### config.mk
export PLATFORM = sky130hd
export DESIGN_NAME = microcode_loader
export DESIGN_NICKNAME = d
export VERILOG_FILES = /design/src/rtl/microcode_loader.sv
export SDC_FILE = /design/constraint.sdc
export NUM_CORES = 1
export LEC_CHECK = 0
export ABC_AREA = 1
export BUFFER_PORTS_ARGS = -buffer_cell sky130_fd_sc_hd__buf_4
export CAP_MARGIN = 20
export CELL_PAD_IN_SITES_DETAIL_PLACEMENT = 1
export CELL_PAD_IN_SITES_GLOBAL_PLACEMENT = 2
export CORE_ASPECT_RATIO = 1.75
export CORE_MARGIN = 3
export CORE_UTILIZATION = 28
export CTS_CLUSTER_DIAMETER = 50
export DETAILED_ROUTE_END_ITERATION = 16
export PLACE_DENSITY = 0.77
export SETUP_SLACK_MARGIN = 0.5
export SLEW_MARGIN = 25
export SYNTH_ARGS = -nofsm -noshare
export SYNTH_HDL_FRONTEND = slang
export SYNTH_SLANG_ARGS = --single-unit
### constraint.sdc
create_clock -name clk -period 1.9 [get_ports clk]
set_input_delay 0.285 -clock clk [delete_from_list [all_inputs] [get_ports clk]]
set_output_delay 0.285 -clock clk [all_outputs]
set_load 0.01 [all_outputs]
### src/rtl/microcode_loader.sv
// rtl/microcode_loader.sv - byte stream to 64-bit control-store word writer
module microcode_loader #(
  parameter int ADDR_W = 12,
  parameter int DEPTH  = 4096,
  parameter int WORD_W = 64
) (
  input  logic              clk,
  input  logic              r,
  input  logic              start,
  input  logic              abort,
  input  logic [7:0]        byte_in,
  input  logic              byte_valid,
  output logic              byte_ready,
  output logic              wr_en,
  output logic [ADDR_W-1:0] wr_addr,
  output logic [WORD_W-1:0] wr_data,
  output logic              cpu_hold,
  output logic              busy,
  output logic              done,
  output logic              aborted
);

  typedef enum logic [1:0] {S_IDLE, S_FILL, S_WRITE, S_DONE} state_t;

  // Address of the final word of a full load; the loader never advances past it.
  localparam logic [ADDR_W-1:0] LAST = ADDR_W'(DEPTH - 1);

  state_t     state;
  state_t     next;
  logic [2:0] cnt;
  logic       accept;

  // State register; reset forces IDLE regardless of any other input.
  always_ff @(posedge clk) begin
    if (!r) state <= S_IDLE;
    else    state <= next;
  end

  // Next-state and outputs; abort wins over an 8th byte or a pending write.
  always_comb begin
    next       = state;
    byte_ready = 1'b0;
    wr_en      = 1'b0;
    busy       = 1'b0;
    cpu_hold   = 1'b0;
    done       = 1'b0;
    accept     = 1'b0;
    case (state)
      S_IDLE: begin
        if (start) next = S_FILL;
      end
      S_FILL: begin
        busy       = 1'b1;
        cpu_hold   = 1'b1;
        byte_ready = !abort;
        accept     = byte_valid && !abort;
        if (abort)                      next = S_IDLE;
        else if (accept && cnt == 3'd7) next = S_WRITE;
      end
      S_WRITE: begin
        busy     = 1'b1;
        cpu_hold = 1'b1;
        wr_en    = !abort;
        if (abort)              next = S_IDLE;
        else if (wr_addr == LAST) next = S_DONE;
        else                    next = S_FILL;
      end
      S_DONE: begin
        cpu_hold = 1'b1;
        done     = 1'b1;
        next     = S_IDLE;
      end
      default: next = S_IDLE;
    endcase
  end

  // Datapath: big-endian byte packing, byte count, write address, abort pulse.
  always_ff @(posedge clk) begin
    if (!r) begin
      wr_addr <= '0;
      wr_data <= '0;
      cnt     <= 3'd0;
      aborted <= 1'b0;
    end else begin
      aborted <= abort && (state == S_FILL || state == S_WRITE);
      if (state == S_IDLE && start) begin
        wr_addr <= '0;
        cnt     <= 3'd0;
      end
      if (accept) begin
        wr_data <= {wr_data[WORD_W-9:0], byte_in};
        cnt     <= cnt + 3'd1;
      end
      if (state == S_WRITE && !abort && wr_addr != LAST)
        wr_addr <= wr_addr + 1'b1;
    end
  end

endmodule

Yosys cells after proc, flatten, opt, wreduce, memory -nomap -nowiden
Cells that the tools add are included.
Widths: inputs -> output; s select.
{"block": "totals", "register_bits": 82, "input_bits": 13, "out_inout_bits": 82, "word_cells": 45}
{"block": "classes", "n_addsub": 2, "eq_ne": 8, "n_mux": 16, "reduce_logical": 14}
{"operator": "$mux 12", "count": 2}
{"operator": "$add 12x1->12 const B", "count": 1}
{"operator": "$eq 12x12->1 const B", "count": 1}
{"operator": "$ne 12x12->1 const B", "count": 1}
{"operator": "$mux 2", "count": 5}
{"operator": "$pmux 2 s4", "count": 1}
{"operator": "$logic_and 1x1->1", "count": 6}
{"operator": "$mux 1", "count": 6}
{"operator": "$mux 3", "count": 2}
{"operator": "$eq 2x2->1 const B", "count": 2}
{"operator": "$reduce_bool 2->1", "count": 2}
{"operator": "$add 3x1->3 const B", "count": 1}
{"operator": "$eq 3x3->1 const B", "count": 1}
{"operator": "$ne 3x3->1 const B", "count": 1}
{"operator": "$reduce_or 3->1", "count": 1}
{"operator": "$eq 2x1->1 const B", "count": 1}
{"operator": "$logic_not 2->1", "count": 1}
{"operator": "$ne 2x2->1 const B", "count": 1}
{"operator": "$reduce_and 2->1", "count": 1}
{"operator": "$reduce_or 2->1", "count": 1}
{"operator": "$logic_not 1->1", "count": 1}
{"operator": "$logic_or 1x1->1", "count": 1}

Longest topological paths before layout
Gate-level depths: netlist of the first run.
{"block": "depth", "ltp_word": 6, "ltp_mapped": 10, "ltp_nobuf": 9}

Least setup slack after synthesis of the first run
Ideal clock, no wire load.
{"block": "synth_timing", "kind": "reg2reg", "from": "reg wr_addr[1]", "to": "reg wr_addr[11]", "setup_time_ns": 0.132, "t_arrival_ns": 1.300, "required_ns": 1.768, "slack_ns": 0.467, "stages_incl_launch_ff": 10, "n_path_buf": 1, "synth_period_minus_slack_ns": 1.433, "path_cell_list": "dfxtp_1 > ha_1 > nand2_1 > nor2_2 > nand3_2 > nand2_4 > inv_1 > buf_2 > nand3_1 > a21oi_1"}
{"block": "synth_via", "elab_chain_cells": 3, "word_cells_on_any_way": 5, "classes_between": "1 x add/sub; 1 x eq/ne; 1 x mux; 2 x reduce/logical"}
{"item": "start: declaration", "line": "15", "rtl": "output logic [ADDR_W-1:0] wr_addr,"}
{"item": "start signal: assignment", "line": "95", "rtl": "wr_addr <= wr_addr + 1'b1;"}
{"item": "branches (longest 3 deep; another with $add 12x1->12)"}
Parallel ways; which one is timed is not known.
A chain may end at the register's enable or synchronous reset.

Worst setup path after layout of the first run
{"block": "layout_timing", "from": "reg state[1]", "to": "out byte_ready"}
{"block": "layout_via", "elab_chain_cells": 2}
{"item": "start: declaration", "line": "28", "rtl": "state_t state;"}
{"item": "start signal: assignment", "line": "36", "rtl": "else state <= next;"}
{"item": "$eq 2x1->1", "line": "48", "rtl": "case (state)"}
{"item": "$mux 1", "line": "48"}
{"item": "end: declaration", "line": "13", "rtl": "output logic byte_ready,"}
Every way passes these cells.

==> flow_metrics.tcl, run 1 <==
set metrics [dict create \
    clk_latency_ns 0.34 \
    syn_avg_cell_area_um2 7.68 \
    regArea_mm2 0.00167 \
    leakagePower_uw 0.00224 \
    tightest_slew_ns 0.447 \
    tns_ns 0 \
    hold_class "primary input to flip-flop" \
    place.gp.congestion 0.703 \
    hpwl_mm 6.45 \
    run_status "complete, no violations" \
    grt_pass1_wl_mm 17.5 \
    portBuffers 94 \
    antenna_found_initial 0 \
    yosysSeqAreaShare_pct 49.9 \
    powerDensity_mw_per_mm2 749 \
    pin_count 95 \
    track_usage_pct 17.2 \
    die_h_um 149 \
    rsz0062_at_grt "true" \
    vias 3349 \
    p_switching_uw 1010 \
    cts_hold_buf 0 \
    fmax_mhz 659 \
    most-common-layout-cells "116 x nand2_1, 110 x buf_4, 70 x dfxtp_1, 41 x a21oi_2, 40 x a21oi_1" \
    diodes 0 \
    wl_per_cell_um 17.0 \
    synth_area_mm2 0.00329 \
    tritoncts_num_sinks 82 \
    max-slew-margin-rel_pct 70.2 \
    cp_max_fo 4 \
    final_common_cell "nand2_1" \
    fin_util_pct 48.6 \
    coreArea_mm2 0.0113 \
    period_minus_slack_ns 1.52 \
    finClkSkew_ns 0.00929 \
    p_clk_share_pct 46.6 \
    peakVddDrop_v 0.000462 \
    wirelength_mm 11.6 \
    grt_pass1_vias 3430 \
    setup_viol 0 \
    swShare_pct 24.5 \
    yosys_warnings 0 \
    grt_start_max_net_pins 39 \
    row_count 51 \
    fin_crit_sh_pct 79.8 \
    clk_pin_slew_ns 0.07 \
    synth.distinct_cells 24 \
    finalNetCount 570 \
    fillers 1287 \
    cts-htree-levels 3 \
    power_frac_comb_pct 11.0 \
    overflow 0 \
    instances_no_fill 686 \
    final_area_mm2 0.00549 \
    critPathRequiredTime_ns 1.62 \
    dpl-instance-area_mm2 0.00412 \
    cap_violations 0 \
    critPathKind "flip-flop to output pin" \
    p_int_uw 3110 \
    layout-area-overhead-vs-synth_pct 67.1 \
    arrival_ns 1.23 \
    synth-seq-cells 82 \
    synth.net_count 449 \
    via_per_inst 4.88 \
    dp_cells 638 \
    drtPass1Iterations 4 \
    power_frac_seq_pct 42.4 \
    cts_buffers 9 \
    drc 0 \
    fin_hold_ws_ns 0.185 \
    layout-drive-gt1-share_pct 50.0 \
    slew_violations 0 \
    finalHoldViolCount 0 \
    die_w_um 87.9 \
    drt_iter0_drc 84 \
    startpoint_type "flip-flop" \
    cp-end-kind "output pin" \
    root_buffer "clkbuf_16" \
    cts.path.max_buffers 2 \
    start_util_pct 29.1 \
    synth_cells 428 \
    tritoncts "yes" \
    multi_input_area_mm2 0.00192 \
    ant_nets 0 \
    die-area_mm2 0.0131 \
]
repair_timing:
item / in CTS / in global routing
pin swaps: 10 / 21
endpoints found under the setup margin: 85 / 85
buffers inserted: 14 / 8
gates resized for setup: 58 / 124
cloned: 7 / 3
state kept, by name (all words and copies together), names as in the netlist:
signal   flops
aborted      1
cnt          3
state        2
wr_addr     12
wr_data     64
cells in the mapped netlist, drive strengths merged:
| library cell | count | area (µm²) |
|---|---|---|
| o21bai | 1 | 7.51 |
| o31a | 1 | 8.76 |
| nand3 | 20 | 105 |
| inv | 15 | 56.3 |
| clkbuf | 8 | 30.0 |
| clkinv | 1 | 3.75 |
| and3 | 1 | 7.51 |
| xor2 | 2 | 17.5 |
| nand4 | 3 | 18.8 |
| nor2 | 14 | 80.1 |
| a21oi | 81 | 405 |
| xnor2 | 2 | 17.5 |
| ha | 8 | 100 |
| nand2 | 167 | 634 |
| buf | 17 | 128 |
| o21ai | 5 | 25.0 |
| dfxtp | 82 | 1640 |
per-stage QoR:
stage | total power, µW | setup slack (ns)
final | 4120 | 0.384
after global routing | 4290 | 0.311
after CTS | 4080 | 0.383
after detailed placement | 2030 | 0.244
after global placement | 2030 | 0.331
after floorplan | 1930 | 0.527
power groups by stage:
stage / registers [µW] / logic (µW) / clock network, µW
2_1_floorplan: 1780 / 147 / 0
3_3_place_gp: 1780 / 244 / 0
3_5_place_dp: 1780 / 245 / 0
4_1_cts: 1750 / 369 / 1960
5_1_grt: 1750 / 484 / 2060
6_report: 1750 / 451 / 1920
worst paths after layout:
| path | from | to | slack [ns] | depth (start not counted) |
|---|---|---|---|---|
| worst max-delay path | state[1] | byte_ready | 0.38 | 5 |
| worst min-delay path | byte_in[6] | wr_data[6] | 0.19 | 3 |
| worst max register to register | state[1] | wr_data[0] | 0.38 | 10 |
| worst min register to register | cnt[0] | cnt[0] | 0.47 | 1 |
metal layers:
metal	vias up	share of wire, %	GRT usage, %
li1	1633	-	-
met5	-	0	0
met3	12	4.5	4.48
met4	0	1.3	4.99
met2	74	53	30.1
met1	1630	41	20.1
area by class of cell:
class / instances / share of cell area, %
Tap cell: 132 / 3.01
Sequential cell: 82 / 30.3
Clock inverter: 7 / 1.82
Timing Repair Buffer: 135 / 24.2
Clock buffer: 9 / 4.10
Multi-Input combinational cell: 305 / 35.0
Inverter: 16 / 1.57
kinds of logic after synthesis:
kind of cell | Yosys count | share of synthesized area (%)
and+or+nand+nor | 205 | 25.7
AOI/OAI and AO/OA | 88 | 13.6
DFF | 82 | 49.9
buffers and inverters | 41 | 6.62
adders and majority gates | 8 | 3.05
xor gates and xnor gates | 4 | 1.07
worst max-delay path: stages (launching register included):
cell	delay (ns)
dfxtp_4	0.37
inv_6	0.08
ha_4	0.13
inv_2	0.04
nor2_4	0.15
buf_6	0.13
(Power assumes the default switching activity.)
==> inputs of run 2 (changes only) <==
--- a/config.mk
+++ b/config.mk
@@ -5,17 +5,17 @@
 export SDC_FILE = /design/constraint.sdc
 export NUM_CORES = 1
 export LEC_CHECK = 0
-export ABC_AREA = 1
+export ABC_AREA = 0
 export BUFFER_PORTS_ARGS = -buffer_cell sky130_fd_sc_hd__buf_4
 export CAP_MARGIN = 20
 export CELL_PAD_IN_SITES_DETAIL_PLACEMENT = 1
 export CELL_PAD_IN_SITES_GLOBAL_PLACEMENT = 2
 export CORE_ASPECT_RATIO = 1.75
 export CORE_MARGIN = 3
-export CORE_UTILIZATION = 28
+export CORE_UTILIZATION = 29
 export CTS_CLUSTER_DIAMETER = 50
 export DETAILED_ROUTE_END_ITERATION = 16
-export PLACE_DENSITY = 0.77
+export PLACE_DENSITY = 0.78
 export SETUP_SLACK_MARGIN = 0.5
 export SLEW_MARGIN = 25
 export SYNTH_ARGS = -nofsm -noshare
==> constraint.sdc (replaced) <==
create_clock -name clk -period 1.4 [get_ports clk]
set_input_delay 0.21 -clock clk [delete_from_list [all_inputs] [get_ports clk]]
set_output_delay 0.21 -clock clk [all_outputs]
set_load 0.01 [all_outputs]
==> run 2 against run 1 <==
Compared with the run above: the flow now finishes with violations (setup timing); sequential share of layout area down 7.0 points; hold slack worse by 0.086 ns; synthesized cell count down 6.8%; clock skew up 0.0017 ns; final area up 40%; area after synthesis down 2.3%; total power up 41%; critical path depth unchanged; clock-buffer cell count unchanged; first-iteration DRC count rose to 2.6 times the previous value; critical path type is now flip-flop to flip-flop; clock power up 26%.
==> flow_metrics.tcl, run 2 <==
set metrics [dict create \
    die-area_mm2 0.0124 \
    leakagePower_uw 0.00372 \
    synth.net_count 420 \
    fin_crit_sh_pct 131 \
    cts.path.max_buffers 2 \
    peakVddDrop_v 0.000890 \
    run_status "finished, violations left" \
    p_total_uw 5790 \
    cts-htree-levels 3 \
    slew_violations 0 \
    rsz0062_at_grt "true" \
    ant_nets 0 \
    fmax_mhz 547 \
    yosysSeqAreaShare_pct 51.1 \
    cts_buffers 9 \
    highest_layer "met4" \
    synth_ff_type "dfxtp_1" \
    root_buffer "clkbuf_16" \
    violations "setup timing" \
    tritoncts_num_sinks 82 \
    row_count 50 \
    worst_slack_ns -0.428 \
    p_int_uw 4060 \
    finalHoldViolCount 0 \
    fillers 1023 \
    layout-drive-gt1-share_pct 85.1 \
    grt_start_max_net_pins 63 \
    pre_cts_ws_ns -0.325 \
    start_util_pct 29.8 \
    setup_viol 86 \
    cp-end-kind "flip-flop" \
    synth_top_area_share_pct 51.1 \
    die_w_um 85.6 \
    hpwl_mm 7.08 \
    pin_count 95 \
    critPathRequiredTime_ns 1.68 \
    cp_max_fo 6 \
    critPathKind "flip-flop to flip-flop" \
    layout-area-overhead-vs-synth_pct 140 \
    hold_class "primary input to flip-flop" \
    finClkSkew_ns 0.0110 \
    fin_util_pct 71.7 \
    wl_per_cell_um 27.1 \
    final_common_cell "buf_4" \
    place.gp.congestion 0.808 \
    most-common-layout-cells "120 x buf_4, 114 x buf_6, 79 x nand2_4, 65 x a21oi_2, 55 x dfxtp_2" \
    wirelength_mm 21.3 \
    power_frac_seq_pct 40.3 \
    synth_edf_count 0 \
    portBuffers 94 \
    track_usage_pct 25.9 \
    yosys_warnings 0 \
    p_clk_share_pct 41.7 \
    power_frac_comb_pct 18.0 \
    vias 4224 \
    grt_pass1_wl_mm 24.7 \
    p_switching_uw 1740 \
    syn_avg_cell_area_um2 8.05 \
    drtPass1Iterations 4 \
    swShare_pct 29.9 \
    antenna_found_initial 0 \
    overflow 0 \
    largest_reg_flops 64 \
    max-slew-margin-rel_pct 69.5 \
    drt_iter0_drc 218 \
    via_per_inst 5.37 \
    diodes 0 \
    tritoncts "yes" \
    reg_top3 "wr_data x64, wr_addr x12, cnt x3" \
    cts_hold_buf 0 \
    coreArea_mm2 0.0108 \
    tightest_slew_ns 0.457 \
    synth_cells 399 \
    powerDensity_mw_per_mm2 751 \
    clk_latency_ns 0.36 \
    startpoint_type "flip-flop" \
    met3WireLength_um 820 \
    post-synth-top-count-cell "nand2_1" \
    synth.largest_area_cell "dfxtp_1" \
    wl_met2_mm 12.0 \
    die_h_um 145 \
    period_minus_slack_ns 1.83 \
    synth_area_mm2 0.00321 \
    clk_pin_slew_ns 0.07 \
    synth.distinct_cells 40 \
    ys_top_cells_by_count "141 x nand2_1, 82 x dfxtp_1, 70 x a21oi_1, 22 x clkbuf_1, 9 x nand3_1" \
    drc 0 \
    async_flop_share_pct 0 \
    arrival_ns 2.11 \
    top_register "wr_data" \
    grt_pass1_vias 4325 \
    synth-seq-cells 82 \
    wl_met1_mm 7.40 \
    finalNetCount 672 \
    cap_violations 0 \
    synth_area_leaders "dfxtp_1 51%, nand2_1 16%, a21oi_1 11%, ha_1 3.1%, clkbuf_1 2.6%" \
]
run 2: cell count changes in the layout (fill, tap and decap cells not counted), moves of 9 or more:
cell | previous run | this run
a21oi_1 | 40 | 4
nand2_4 | 30 | 79
buf_6 | 7 | 114
buf_16 | 7 | 16
nand2_1 | 116 | 34
buf_4 | 110 | 120
dfxtp_1 | 70 | 3
a21oi_2 | 41 | 65
dfxtp_4 | 4 | 24
nand3_1 | 19 | 6
dfxtp_2 | 8 | 55
run 2: area by class of cell:
| cell class | count | area, µm² | area share, % |
|---|---|---|---|
| Clock buffer | 9 | 225 | 2.92 |
| Clock inverter | 7 | 52.6 | 0.682 |
| Inverter | 5 | 33.8 | 0.438 |
| Multi-Input combinational cell | 289 | 2550 | 33.1 |
| Sequential cell | 82 | 1800 | 23.4 |
| Tap cell | 130 | 163 | 2.11 |
| Timing Repair Buffer | 264 | 2890 | 37.4 |
run 2: worst paths after layout:
check,start,depth (start not counted),slack [ns],end
max,wr_addr[7],5,-0.43,wr_addr[5]
min,byte_in[3],3,0.1,wr_data[3]
max reg2reg,wr_addr[7],5,-0.43,wr_addr[5]
min reg2reg,wr_data[57],2,0.48,wr_data[57]
run 2: per-stage QoR:
step	setup TNS [ns]	hold slack [ns]	std cells	area (µm²)
after detailed placement	-6.38	0.451	635	4440
final	-22.65	0.0990	786	7710
after global routing	-25.05	0.101	786	7710
after floorplan	-3.37	0.346	399	3440
after CTS	-13.35	0.0991	755	6790
after global placement	-2.82	0.444	635	4440
run 2: timing repair:
item	4_1_cts	5_1_grt
setup endpoints to repair	164	164
gates cloned	17	0
gates resized for setup	322	172
buffers inserted	87	31
pin swaps	95	94
endpoints found under the hold margin	0	0
run 2: kinds of logic (layout without fill, tap and decap cells):
logic type | Yosys count | after routing | synth area share, %
compound gates | 94 | 94 | 16.9
flops | 82 | 82 | 51.1
fa+ha+maj | 8 | 8 | 3.12
buf+inv | 29 | 285 | 3.39
simple gates | 182 | 183 | 24.3
xor+xnor | 4 | 4 | 1.09
run 2: power by group through the flow:
stage	logic (µW)	registers [µW]	clock network (µW)
2_1_floorplan	243	2420	0
3_3_place_gp	393	2410	0
3_5_place_dp	400	2420	0
4_1_cts	852	2340	2290
5_1_grt	1080	2330	2490
6_report	1040	2330	2420
run 2: metal layers:
| layer | GRT usage, % | vias to the layer above |
|---|---|---|
| met3 | 5.45 | 69 |
| met1 | 28.0 | 2138 |
| met5 | 0 | - |
| met2 | 47.7 | 161 |
| li1 | - | 1856 |
| met4 | 9.98 | 0 |
run 2: worst max-delay path: stages (launching register included):
cell	delay [ns]
dfxtp_4	0.35
nand4_1	0.15
or4_4	0.61
a221oi_4	0.27
buf_6	0.18
a21o_1	0.19
==> inputs of run 3 (changes only) <==
--- a/config.mk
+++ b/config.mk
@@ -12,10 +12,10 @@
 export CELL_PAD_IN_SITES_GLOBAL_PLACEMENT = 2
 export CORE_ASPECT_RATIO = 1.75
 export CORE_MARGIN = 3
-export CORE_UTILIZATION = 29
+export CORE_UTILIZATION = 26
 export CTS_CLUSTER_DIAMETER = 50
 export DETAILED_ROUTE_END_ITERATION = 16
-export PLACE_DENSITY = 0.78
+export PLACE_DENSITY = 0.74
 export SETUP_SLACK_MARGIN = 0.5
 export SLEW_MARGIN = 25
 export SYNTH_ARGS = -nofsm -noshare
==> constraint.sdc (replaced) <==
create_clock -name clk -period 1.5 [get_ports clk]
set_input_delay 0.225 -clock clk [delete_from_list [all_inputs] [get_ports clk]]
set_output_delay 0.225 -clock clk [all_outputs]
set_load 0.01 [all_outputs]
==> run 3 against run 2 <==
Compared with the run above: the flow still finishes with violations (setup timing); clock power down 14%; fmax grew 5.4%; die area increased by 11%; utilization down 8.0 points; sequential share of layout area about the same; wire length shrank 17%; via count shrank 5.9%; hold slack improved by 0.019 ns; sequential power down 6%; critical endpoint is now wr_addr[3]; largest power group is now sequential cells; highest routed layer unchanged.
==> flow_metrics.tcl, run 3 (synthesis results as in run 2) <==
set metrics [dict create \
    run_status "finished, violations left" \
    violations "setup timing" \
    power_frac_comb_pct 17.6 \
    portBuffers 94 \
    grt_start_max_net_pins 39 \
    cp-end-kind "flip-flop" \
    fin_crit_sh_pct 116 \
    whs_path_depth 3 \
    reg_top3 "wr_data x64, wr_addr x12, cnt x3" \
    r2r_cells 5 \
    hpwl_mm 7.08 \
    start_util_pct 26.6 \
    fin_hold_ws_ns 0.118 \
    cts-htree-levels 3 \
    fmax_mhz 577 \
    drc 0 \
    diodes 0 \
    grt_pass1_wl_mm 22.8 \
    powerDensity_mw_per_mm2 674 \
    most-common-layout-cells "122 x buf_6, 119 x buf_4, 67 x a21oi_2, 65 x nand2_4, 60 x dfxtp_2" \
    layout-drive-gt1-share_pct 85.9 \
    die_h_um 153 \
    pin_count 95 \
    cap_violations 0 \
    p_switching_uw 1430 \
    clk_pin_slew_ns 0.07 \
    drt_iter0_drc 158 \
    drtPass1Iterations 4 \
    cts.path.max_buffers 2 \
    critPathSlowestCell "or4_4" \
    finalHoldViolCount 0 \
    tritoncts "yes" \
    overflow 0 \
    fillers 1257 \
    die_w_um 90.0 \
    track_usage_pct 20.8 \
    p_clk_share_pct 40.2 \
    worst_slack_ns -0.234 \
    peakVddDrop_v 0.000566 \
    p_int_uw 3750 \
    arrival_ns 2.02 \
    final_common_cell "buf_6" \
    largest_reg_flops 64 \
    ant_nets 0 \
    die-area_mm2 0.0138 \
    path_cells "nand4_1 > or4_4 > a221oi_4 > buf_6 > a22o_1" \
    critPathKind "flip-flop to flip-flop" \
    hold_class "primary input to flip-flop" \
    regArea_mm2 0.00179 \
    wirelength_mm 17.8 \
    place.gp.congestion 0.804 \
    row_count 53 \
    swShare_pct 27.5 \
    max-slew-margin-rel_pct 56.9 \
    leakagePower_uw 0.00373 \
    p_total_uw 5180 \
    slew_violations 0 \
    cts_buffers 9 \
    via_per_inst 4.83 \
    period_minus_slack_ns 1.73 \
    fin_util_pct 63.6 \
    tightest_slew_ns 0.646 \
    grt_pass1_vias 4301 \
    wl_per_cell_um 21.6 \
    max_stage_delay_ns 0.62 \
    startpoint_type "flip-flop" \
    setup_viol 82 \
    antenna_found_initial 0 \
    vias 3973 \
    finalNetCount 675 \
    layout-area-overhead-vs-synth_pct 139 \
    cp_max_fo 6 \
    finClkSkew_ns 0.0127 \
    tritoncts_num_sinks 82 \
    reg2reg_setup_slack_ns -0.23 \
    critPathRequiredTime_ns 1.78 \
    root_buffer "clkbuf_16" \
    coreArea_mm2 0.0121 \
    top_register "wr_data" \
    clk_latency_ns 0.35 \
    cts_hold_buf 0 \
    multi_input_area_mm2 0.00250 \
    rsz0062_at_grt "true" \
    power_frac_seq_pct 42.2 \
]
## run 3: what timing repair did
action / CTS / global route
setup buffers: 88 / 40
cloned: 13 / 0
endpoints found under the hold margin: 0 / 0
resized for setup: 362 / 122
pin swaps: 117 / 66
endpoints found under the setup margin: 164 / 164
## run 3: routing by layer
| metal | part of all wire (%) | global-route usage, % | vias to the layer above |
|---|---|---|---|
| li1 | - | - | 1860 |
| met5 | 0 | 0 | - |
| met1 | 36 | 21.0 | 2012 |
| met3 | 2.6 | 4.09 | 19 |
| met2 | 59 | 41.4 | 82 |
| met4 | 1.9 | 7.16 | 0 |
## run 3: area by class of cell
| class | instances | share of cell area, % |
|---|---|---|
| Multi-Input combinational cell | 288 | 32.5 |
| Inverter | 5 | 0.407 |
| Sequential cell | 82 | 23.3 |
| Clock inverter | 5 | 0.391 |
| Tap cell | 165 | 2.69 |
| Clock buffer | 10 | 2.98 |
| Timing Repair Buffer | 268 | 37.7 |
## run 3: power groups by stage
stage	Sequential (µW)	Combinational [µW]	Clock (µW)
detailed placement	2250	365	0
floorplan	2260	223	0
finish	2180	911	2080
global route	2180	953	2190
CTS	2190	769	2050
global placement	2250	361	0
## run 3: critical path, delay by kind of cell (launching register included)
kind	cells	cell delay, ns
compound gates	2	0.39
flops	1	0.34
simple gates	2	0.77
buf+inv	1	0.16
## run 3: path summary, 6_finish.rpt
check / startpoint / to
worst max-delay path: wr_addr[9] / wr_addr[3]
worst min-delay path: byte_in[2] / wr_data[2]
worst max register to register: wr_addr[9] / wr_addr[3]
worst min register to register: wr_data[56] / wr_data[56]
## run 3: stage by stage
step	std cells	TNS (ns)	setup WS [ns]	cell area [µm²]
3_3_place_gp	667	-0.920	-0.162	4440
4_1_cts	783	-2.99	-0.183	6890
6_report	823	-8.06	-0.234	7680
5_1_grt	823	-12.39	-0.273	7680
2_1_floorplan	399	-0.900	-0.143	3410
3_5_place_dp	667	-1.67	-0.240	4440
